--- config.mk ---
export PLATFORM = sky130hd
export DESIGN_NAME = ir_cam_sequencer
export DESIGN_NICKNAME = d
export VERILOG_FILES = /design/src/rtl/ir_cam_sequencer.sv
export SDC_FILE = /design/constraint.sdc
export NUM_CORES = 1
export LEC_CHECK = 0
export CORE_ASPECT_RATIO = 1.5
export CORE_MARGIN = 2
export CORE_UTILIZATION = 40
export CTS_CLUSTER_DIAMETER = 50
export DETAILED_ROUTE_END_ITERATION = 8
export GPL_ROUTABILITY_DRIVEN = 0
export GPL_TIMING_DRIVEN = 0
export PLACE_DENSITY = 0.79
export SETUP_SLACK_MARGIN = 0.4
export SLEW_MARGIN = 20
export SYNTH_ARGS = -nofsm -noshare
export SYNTH_HDL_FRONTEND = slang
export SYNTH_SLANG_ARGS = --single-unit
--- constraint.sdc ---
create_clock -name clk -period 3.56 [get_ports clk]
set_input_delay 0.712 -clock clk [delete_from_list [all_inputs] [get_ports clk]]
set_output_delay 0.712 -clock clk [all_outputs]
set_load 0.005 [all_outputs]
--- src/rtl/ir_cam_sequencer.sv ---
// ============================================================================
// ir_cam_sequencer
// ----------------------------------------------------------------------------
// Command sequencer that sits in front of i2c_master and paces every
// transaction it sees. After `enable` it replays a six-entry write table that
// initialises the IR camera at 7-bit address 0x58. When polling is compiled
// in, it then alternates a one-byte write of 0x36 with a READ_BYTES read,
// once per POLL_CYCLES.
//
// Compile-time option:
//   IR_CAM_POLL_EN  defined   -> POLL_WAIT state, poll timer and poll_valid
//                               are built in.
//                   undefined -> after init the FSM parks in DONE until reset,
//                               and poll_valid is tied low.
//
// Parameters:
//   GAP_CYCLES   idle cycles after every completed transaction (>= 1)
//   POLL_CYCLES  poll period, measured from one poll-write start to the next
//   READ_BYTES   packets value for the poll read (1..31)
//
// Ports:
//   clk          system clock
//   reset        synchronous, active-high reset
//   enable       starts the sequence (sampled in IDLE); gates polls in POLL_WAIT
//   i2c_ready    ready from i2c_master
//   i2c_start    one-cycle start request to i2c_master
//   i2c_rw       0 = write, 1 = read
//   i2c_packets  byte count of the current transaction
//   i2c_addr     constant camera address 7'h58
//   i2c_data     write payload, byte k at [k*8 +: 8], byte 0 sent first
//   init_done    sticky, set once all six init writes have completed
//   poll_valid   one-cycle pulse when a poll read completes
//   busy         high whenever the FSM is not IDLE, DONE or POLL_WAIT
// ============================================================================
module ir_cam_sequencer #(
    parameter int unsigned GAP_CYCLES  = 1000,
    parameter int unsigned POLL_CYCLES = 100000,
    parameter int unsigned READ_BYTES  = 13
) (
    input  logic        clk,
    input  logic        reset,
    input  logic        enable,
    input  logic        i2c_ready,
    output logic        i2c_start,
    output logic        i2c_rw,
    output logic [4:0]  i2c_packets,
    output logic [6:0]  i2c_addr,
    output logic [95:0] i2c_data,
    output logic        init_done,
    output logic        poll_valid,
    output logic        busy
);

    // Out-of-range parameters would make the gap counter or read length
    // meaningless, so refuse to elaborate with them.
    if (GAP_CYCLES < 1 || READ_BYTES < 1 || READ_BYTES > 31 || POLL_CYCLES < 1) begin : g_param_check
        $error("ir_cam_sequencer: parameter out of range");
    end

    typedef enum logic [2:0] {
        ST_IDLE      = 3'd0,
        ST_ISSUE     = 3'd1,
        ST_BUSY      = 3'd2,
        ST_DONE_WAIT = 3'd3,
        ST_GAP       = 3'd4,
        ST_DONE      = 3'd5,
        ST_POLL_WAIT = 3'd6
    } state_t;

    typedef struct packed {
        logic        rw;
        logic [4:0]  packets;
        logic [95:0] data;
    } cmd_t;

    // Command pointer: 0..5 are the init table, 6/7 are the poll write/read.
    localparam logic [2:0]  CMD_LAST_INIT = 3'd5;
    localparam logic [2:0]  CMD_POLL_WR   = 3'd6;
    localparam logic [2:0]  CMD_POLL_RD   = 3'd7;
    localparam logic [31:0] GAP_LAST      = 32'(GAP_CYCLES - 1);

`ifdef IR_CAM_POLL_EN
    localparam state_t ST_AFTER_INIT = ST_POLL_WAIT;
`else
    localparam state_t ST_AFTER_INIT = ST_DONE;
`endif

    // Fixed command ROM; every unused data bit stays 0.
    function automatic cmd_t cmd_lookup(input logic [2:0] idx);
        cmd_t c;
        c = '0;
        case (idx)
            3'd0:    begin c.packets = 5'd2; c.data[15:0] = 16'h0130; end
            3'd1:    begin c.packets = 5'd2; c.data[15:0] = 16'h0830; end
            3'd2:    begin c.packets = 5'd2; c.data[15:0] = 16'h9006; end
            3'd3:    begin c.packets = 5'd2; c.data[15:0] = 16'hC008; end
            3'd4:    begin c.packets = 5'd2; c.data[15:0] = 16'h401A; end
            3'd5:    begin c.packets = 5'd2; c.data[15:0] = 16'h3333; end
            3'd6:    begin c.packets = 5'd1; c.data[7:0]  = 8'h36;    end
            3'd7:    begin c.rw = 1'b1; c.packets = 5'(READ_BYTES);    end
            default: c = '0;
        endcase
        return c;
    endfunction

    state_t      state_q,     state_d;
    logic [2:0]  cmd_idx_q,   cmd_idx_d;
    cmd_t        cmd_q,       cmd_d;
    logic [31:0] gap_cnt_q,   gap_cnt_d;
    logic        start_q,     start_d;
    logic        init_done_q, init_done_d;
    logic        busy_q,      busy_d;
`ifdef IR_CAM_POLL_EN
    logic [31:0] poll_cnt_q,  poll_cnt_d;
    logic        poll_valid_q, poll_valid_d;
    logic        poll_expired_s;

    // The counter holds cycles elapsed since the edge after the last poll-write
    // start; the +2 lets the ISSUE decision and the start register both land
    // inside the period so consecutive starts are exactly POLL_CYCLES apart.
    assign poll_expired_s = ({1'b0, poll_cnt_q} + 33'd2) >= 33'(POLL_CYCLES);
`endif

    // Next-state and next-output computation for the sequencer FSM.
    always_comb begin
        state_d     = state_q;
        cmd_idx_d   = cmd_idx_q;
        cmd_d       = cmd_q;
        gap_cnt_d   = gap_cnt_q;
        start_d     = 1'b0;
        init_done_d = init_done_q;
`ifdef IR_CAM_POLL_EN
        poll_valid_d = 1'b0;
        // Saturating count so a long suspension never wraps into a false expiry.
        poll_cnt_d   = (poll_cnt_q == 32'hFFFF_FFFF) ? poll_cnt_q : (poll_cnt_q + 32'd1);
`endif

        case (state_q)
            ST_IDLE: begin
                if (enable) begin
                    cmd_idx_d = 3'd0;
                    cmd_d     = cmd_lookup(3'd0);
                    state_d   = ST_ISSUE;
                end else begin
                    state_d   = ST_IDLE;
                end
            end
            ST_ISSUE: begin
                if (i2c_ready) begin
                    start_d = 1'b1;
                    state_d = ST_BUSY;
`ifdef IR_CAM_POLL_EN
                    if (cmd_idx_q == CMD_POLL_WR) begin
                        poll_cnt_d = 32'd0;
                    end else begin
                        poll_cnt_d = poll_cnt_d;
                    end
`endif
                end else begin
                    state_d = ST_ISSUE;
                end
            end
            ST_BUSY: begin
                // Wait for the master to acknowledge by dropping ready.
                if (!i2c_ready) begin
                    state_d = ST_DONE_WAIT;
                end else begin
                    state_d = ST_BUSY;
                end
            end
            ST_DONE_WAIT: begin
                if (i2c_ready) begin
                    gap_cnt_d = 32'd0;
                    state_d   = ST_GAP;
`ifdef IR_CAM_POLL_EN
                    poll_valid_d = (cmd_idx_q == CMD_POLL_RD);
`endif
                end else begin
                    state_d = ST_DONE_WAIT;
                end
            end
            ST_GAP: begin
                if (gap_cnt_q == GAP_LAST) begin
                    case (cmd_idx_q)
                        CMD_LAST_INIT: begin
                            init_done_d = 1'b1;
                            state_d     = ST_AFTER_INIT;
                        end
`ifdef IR_CAM_POLL_EN
                        CMD_POLL_WR: begin
                            cmd_idx_d = CMD_POLL_RD;
                            cmd_d     = cmd_lookup(CMD_POLL_RD);
                            state_d   = ST_ISSUE;
                        end
                        CMD_POLL_RD: begin
                            state_d   = ST_POLL_WAIT;
                        end
`endif
                        default: begin
                            cmd_idx_d = cmd_idx_q + 3'd1;
                            cmd_d     = cmd_lookup(cmd_idx_q + 3'd1);
                            state_d   = ST_ISSUE;
                        end
                    endcase
                end else begin
                    gap_cnt_d = gap_cnt_q + 32'd1;
                end
            end
            ST_DONE: begin
                state_d = ST_DONE;
            end
`ifdef IR_CAM_POLL_EN
            ST_POLL_WAIT: begin
                // Dropping enable here suspends polling until it returns.
                if (enable && poll_expired_s) begin
                    cmd_idx_d = CMD_POLL_WR;
                    cmd_d     = cmd_lookup(CMD_POLL_WR);
                    state_d   = ST_ISSUE;
                end else begin
                    state_d   = ST_POLL_WAIT;
                end
            end
`endif
            default: begin
                state_d = ST_IDLE;
            end
        endcase

        busy_d = !((state_d == ST_IDLE) || (state_d == ST_DONE) || (state_d == ST_POLL_WAIT));
    end

    // State and registered-output update with synchronous reset.
    always_ff @(posedge clk) begin
        if (reset) begin
            state_q      <= ST_IDLE;
            cmd_idx_q    <= 3'd0;
            cmd_q        <= '0;
            gap_cnt_q    <= 32'd0;
            start_q      <= 1'b0;
            init_done_q  <= 1'b0;
            busy_q       <= 1'b0;
`ifdef IR_CAM_POLL_EN
            poll_cnt_q   <= 32'd0;
            poll_valid_q <= 1'b0;
`endif
        end else begin
            state_q      <= state_d;
            cmd_idx_q    <= cmd_idx_d;
            cmd_q        <= cmd_d;
            gap_cnt_q    <= gap_cnt_d;
            start_q      <= start_d;
            init_done_q  <= init_done_d;
            busy_q       <= busy_d;
`ifdef IR_CAM_POLL_EN
            poll_cnt_q   <= poll_cnt_d;
            poll_valid_q <= poll_valid_d;
`endif
        end
    end

    assign i2c_start   = start_q;
    assign i2c_rw      = cmd_q.rw;
    assign i2c_packets = cmd_q.packets;
    assign i2c_data    = cmd_q.data;
    assign i2c_addr    = 7'h58;
    assign init_done   = init_done_q;
    assign busy        = busy_q;
`ifdef IR_CAM_POLL_EN
    assign poll_valid  = poll_valid_q;
`else
    assign poll_valid  = 1'b0;
`endif

endmodule

# Yosys cells after proc, flatten, opt, wreduce, memory -nomap -nowiden
# Index checks and enable logic that the tools add are counted.
# op_classes
addsub,2
n_eq_ne,21
mux,23
bitwise_logic,1
n_reduce_logical,14
# op_table
operator,count
$mux W102,3
$pmux W102 S2,1
$mux W32,2
$pmux W32 S2,1
$pmux W8 S6,1
$pmux W6 S6,1
$add A32 B1 Y32 const B,1
$eq A32 B10 Y1 const B,1
$eq A3 B3 Y1 const B,9
$mux W3,6
$pmux W3 S6,1
$pmux W5 S3,1
$eq A3 B2 Y1 const B,4
$ne A2 B2 Y1 const B,5
$logic_not A3 Y1,3
$eq A3 B1 Y1 const B,2
$pmux W3 S2,1
$reduce_and A3 Y1,2
$reduce_or A6 Y1,1
$mux W1,4
$reduce_and A4 Y1,1
$reduce_bool A2 Y1,2
$reduce_or A2 Y1,2
$add A3 B1 Y3 const B,1
other kinds (4),5
# totals
reg_bits,143
inputBits,4
out_inout_bits,113
wordCells,70

# Longest topological paths before layout
# depth
word_depth,8
mapped_depth,9
mapped_depth_nobuf,7

# Worst setup path before layout
# Ideal clock, no wire load.
# synth_timing
kind,register to register
from,register cmd_idx_q[1]
to,register cmd_q (netlist bit i2c_packets[0])
setup_time_ps,117
arrival_ps,1975
slack_ps,1469
path_stages_with_launch,10
n_path_buf,2
synth_period_minus_slack_ps,2091
path_cell_list,dfxtp_1 > inv_1 > ha_1 > clkbuf_1 > a21boi_0 > o21ai_1 > nor4_4 > nor3_2 > buf_6 > a22o_1
# synth_via
elab_chain_len,7
elab_cells_between_ends,17
# synth_lines
element,line,rtl
start: declaration,107,"logic [2:0] cmd_idx_q, cmd_idx_d;"
start signal: assignment,248,cmd_idx_q <= cmd_idx_d;
$add A3 B1 Y3,201,cmd_d = cmd_lookup(cmd_idx_q + 3'd1);
"$eq A3 B3 Y1, or another cell as far along",92,case (idx)
$reduce_or A6 Y1 (no line),--,
$pmux W5 S3,92,
$mux W102,184,case (cmd_idx_q)
$mux W102,183,if (gap_cnt_q == GAP_LAST) begin
$pmux W102 S2,138,case (state_q)
end signal: assignment,249,cmd_q <= cmd_d;
end: declaration,108,"cmd_t cmd_q, cmd_d;"
# Parallel ways exist; a longest one is shown, timed or not. The select of a mux whose other input is x is not followed.
# A chain may end at the register's enable or synchronous reset.

# Worst setup path after layout
# layout_timing
from,input i2c_ready
to,register gap_cnt_q[26]
# layout_via
elab_chain_len,2
# layout_lines
element,line,rtl
start: declaration,43,"input logic i2c_ready,"
$ne A2 B2 Y1 (no line),--,
$reduce_and A3 Y1 (no line),--,
end signal: assignment,250,gap_cnt_q <= gap_cnt_d;
end: declaration,109,"logic [31:0] gap_cnt_q, gap_cnt_d;"
# No other way between the ends.

==> impl_metrics.toml <==
[outcome]
status = "completed"

[sta]
fin_worst_skew_ns = 0.005066
worst_pin_slew_ns = 0.6733
fin_crit_sh_pct = 74.44
setup_slack_ns = 0.9101
slew-limit-headroom_pct = 54.70
fin_crit_ns = 2.650
fin_tns_setup_ns = 0
report.final.slew_viol_count = 0
rsz0062_at_grt = "no"
hold_violations = 0
finalSetupViolCount = 0
fmax_mhz = 377.4

[cells_and_area]
layout-drive-gt1-share_pct = 23.78
fillers = 794
diodes = 0
area_delta_synth_final_pct = 25.12
num-nets-final = 543

[logic_synthesis]
synth_edf_count = 0
postSynthAreaPerCell_sq_um = 8.464
yosysTopAreaCell = "dfxtp_1"
syn_area_sq_um = 3487
synth-seq-area-share_pct = 32.15
synthFlopType = "dfxtp_1"
ys_types = 55
synthCells = 412
synthTopCellsByArea = "dfxtp_1 32%, buf_4 21%, a21oi_1 3.6%"
ys_ff_latch = 56
synth_top_area_share_pct = 32.15
ys_async_sr_fraction_pct = 0
yosysWarnings = 0

[power_and_ir_drop]
ir_drop_mv = 0.3272
leakagePower_nw = 1.910
p_per_area_nw_per_um2 = 317.9

[detailed_routing]
routed_via_density = 4.713
wl_met3_um = 427
wirelength_um = 7534
ant_nets = 0
num_vias = 3021
met2_length_um = 4093
wl_per_cell_um = 11.75
drt_iter0_markers = 131
dr.pass1.iters = 6
routed.top_layer = "met4"
met1Wirelength_um = 2904
drc_errors = 0

[placed_design]
place_hpwl_um = 5669
place_ws_ns = 0.6749
io_buffers = 24

[worst_setup_path]
cp_max_fo = 10
ff2ff_path_depth = 9
endpoint_kind = "flip-flop"
rrSetupSlack_ns = 1.10
rr_endpoint = "i2c_packets[0]"
cp.required_ns = 3.71
worst-setup-path-type = "in2reg"
start_kind = "input pin"
cp.arrival_ns = 2.80
startpoint = "i2c_ready"
r2r_start = "cmd_idx_q[1]"

[worst_hold_path]
hold_end = "i2c_data[15]"
hold_start = "i2c_data[15]"
hold_path.class = "reg2reg"
hold_depth = 1

[global_routing]
grt_first_pass_wirelength_um = 12470
grtUsageTotal_pct = 15.69
grt_max_degree = 17
antenna_found_initial = 0
grt.overflow.total = 0
grt_pass1_vias = 2803

[clock_tree]
cts_sinks = 56
cts_made_buffers = 5
cts_buffer_depth = 2
cts_root_buffer = "clkbuf_16"
cts_tree = "yes"
htreeDepth = 2
holdBufCountCts = 0
post_cts.repair.setup_buffers = 0
clk_pin_slew_worst_paths_ns = 0.07
clock_latency_ns = 0.29
cts_resized = 0

[floorplan]
die_y_um = 118.4
design.die.area_sq_um = 9496
core_area_sq_um = 8464
dieWidth_um = 80.24
num_rows = 41
initial_core_util_pct = 41.20
io_pins = 117

[run]
maxCapViolCount = 0
[registers in the layout, indices dropped and copies added (netlist names)]
register / cells
state_q: 3
init_done: 1
cmd_idx_q: 3
busy: 1
i2c_data: 12
i2c_packets: 2
gap_cnt_q: 32
i2c_rw: 1
i2c_start: 1
[placed cells by master, fill, tap and decap left out, types with 3 or more instances in the layout]
cell type,n
nor3_1,8
ha_1,6
buf_4,96
nand4_1,8
or4_1,5
nand2_1,22
nor4_1,4
clkbuf_16,5
nor4_2,3
o21ai_0,22
dfxtp_1,56
mux2i_1,5
and3_1,3
o211ai_1,4
a22o_1,3
nand4b_1,3
or2_2,3
nand3_1,12
clkbuf_1,8
a21oi_1,25
inv_1,9
clkdlybuf4s50_1,24
buf_2,4
a211oi_1,6
nand2b_1,3
conb_1,92
o2bb2ai_1,9
or3_1,20
o31ai_1,3
buf_6,3
xor2_1,5
nor2_1,20
[report_power, final]
part | internal [mW] | leakage (nW) | switching, mW
combinational | 0.104 | 1.38 | 0.0850
clock | 0.332 | 0.0808 | 0.224
sequential | 0.637 | 0.453 | 0.00541
total | 1.07 | 1.91 | 0.315
[area by class of cell]
cell class | count | area, sq um | area share [%]
repair buffers | 24 | 240.2 | 5.506
clock inverters | 2 | 35.03 | 0.8030
flip-flops and latches | 56 | 1121 | 25.70
clock buffers | 6 | 128.9 | 2.954
inverters | 9 | 33.78 | 0.7743
plain buffers | 111 | 804.5 | 18.44
multi-input cells | 326 | 1866 | 42.76
well taps | 107 | 133.9 | 3.069
[cells by family (layout without fill, tap and decap cells)]
logic type | Yosys count | count (layout) | share of synthesized area (%)
XOR/XNOR | 7 | 7 | 1.758
adder cells (fa/ha/maj) | 6 | 6 | 2.153
other | 2 | 92 | 0.2154
AO/OA/AOI/OAI | 83 | 83 | 15.07
multiplexers | 6 | 6 | 1.758
AND/OR/NAND/NOR | 132 | 132 | 22.86
buffers and inverters | 120 | 152 | 24.04
flip-flops | 56 | 56 | 32.15
[routing by layer]
| layer | up-vias | track usage [%] |
|---|---|---|
| met5 | - | 0 |
| met4 | 0 | 4.979 |
| met3 | 12 | 2.366 |
| met2 | 106 | 29.79 |
| met1 | 1394 | 17.20 |
| li1 | 1509 | - |
[critical path: stages]
cell and delay, ns:
clkdlybuf4s50_1 0.56, nand4b_1 0.32, nand2b_1 0.16, clkbuf_1 0.43, clkbuf_1 0.51, a21oi_1 0.09
[synth_stat cells (3+ instances only)]
cell and n:
buf_2 4, or2_2 3, inv_1 9, mux2i_1 5
dfxtp_1 56, nand3_1 12, nor4_1 4, o2bb2ai_1 9
nor3_1 8, nor2_1 20, buf_4 96, nand4b_1 3
or4_1 5, nand2b_1 3, o31ai_1 3, nand2_1 22
nor4_2 3, a21oi_1 25, xor2_1 5, o21ai_0 22
ha_1 6, o211ai_1 4, a211oi_1 6, clkbuf_1 7
buf_6 3, nand4_1 8, or3_1 20, a22o_1 3
and3_1 3
[through the flow]
step	instance area [sq um]	util [%]	total power, mW	hold slack [ns]	cells
after floorplan	3825	-	0.8049	0.4558	502
after global placement	4199	49.61	0.8363	0.4503	633
after detailed placement	4199	49.61	0.8395	0.4457	633
after CTS	4363	51.54	1.387	0.4728	641
after global routing	4363	51.54	1.431	0.4868	641
final	4363	51.54	1.387	0.4675	641
[worst max path at each step]
stage                          end  slack (ns)  cells after the start
detailed placement   gap_cnt_q[26]        0.67                      6
global placement     gap_cnt_q[28]        0.72                      6
CTS                  gap_cnt_q[26]        0.98                      6
global route         gap_cnt_q[18]        0.84                      7
floorplan           i2c_packets[0]        1.47                      9
finish               gap_cnt_q[26]        0.91                      6
No activity file was read; power rests on OpenSTA's default activity.
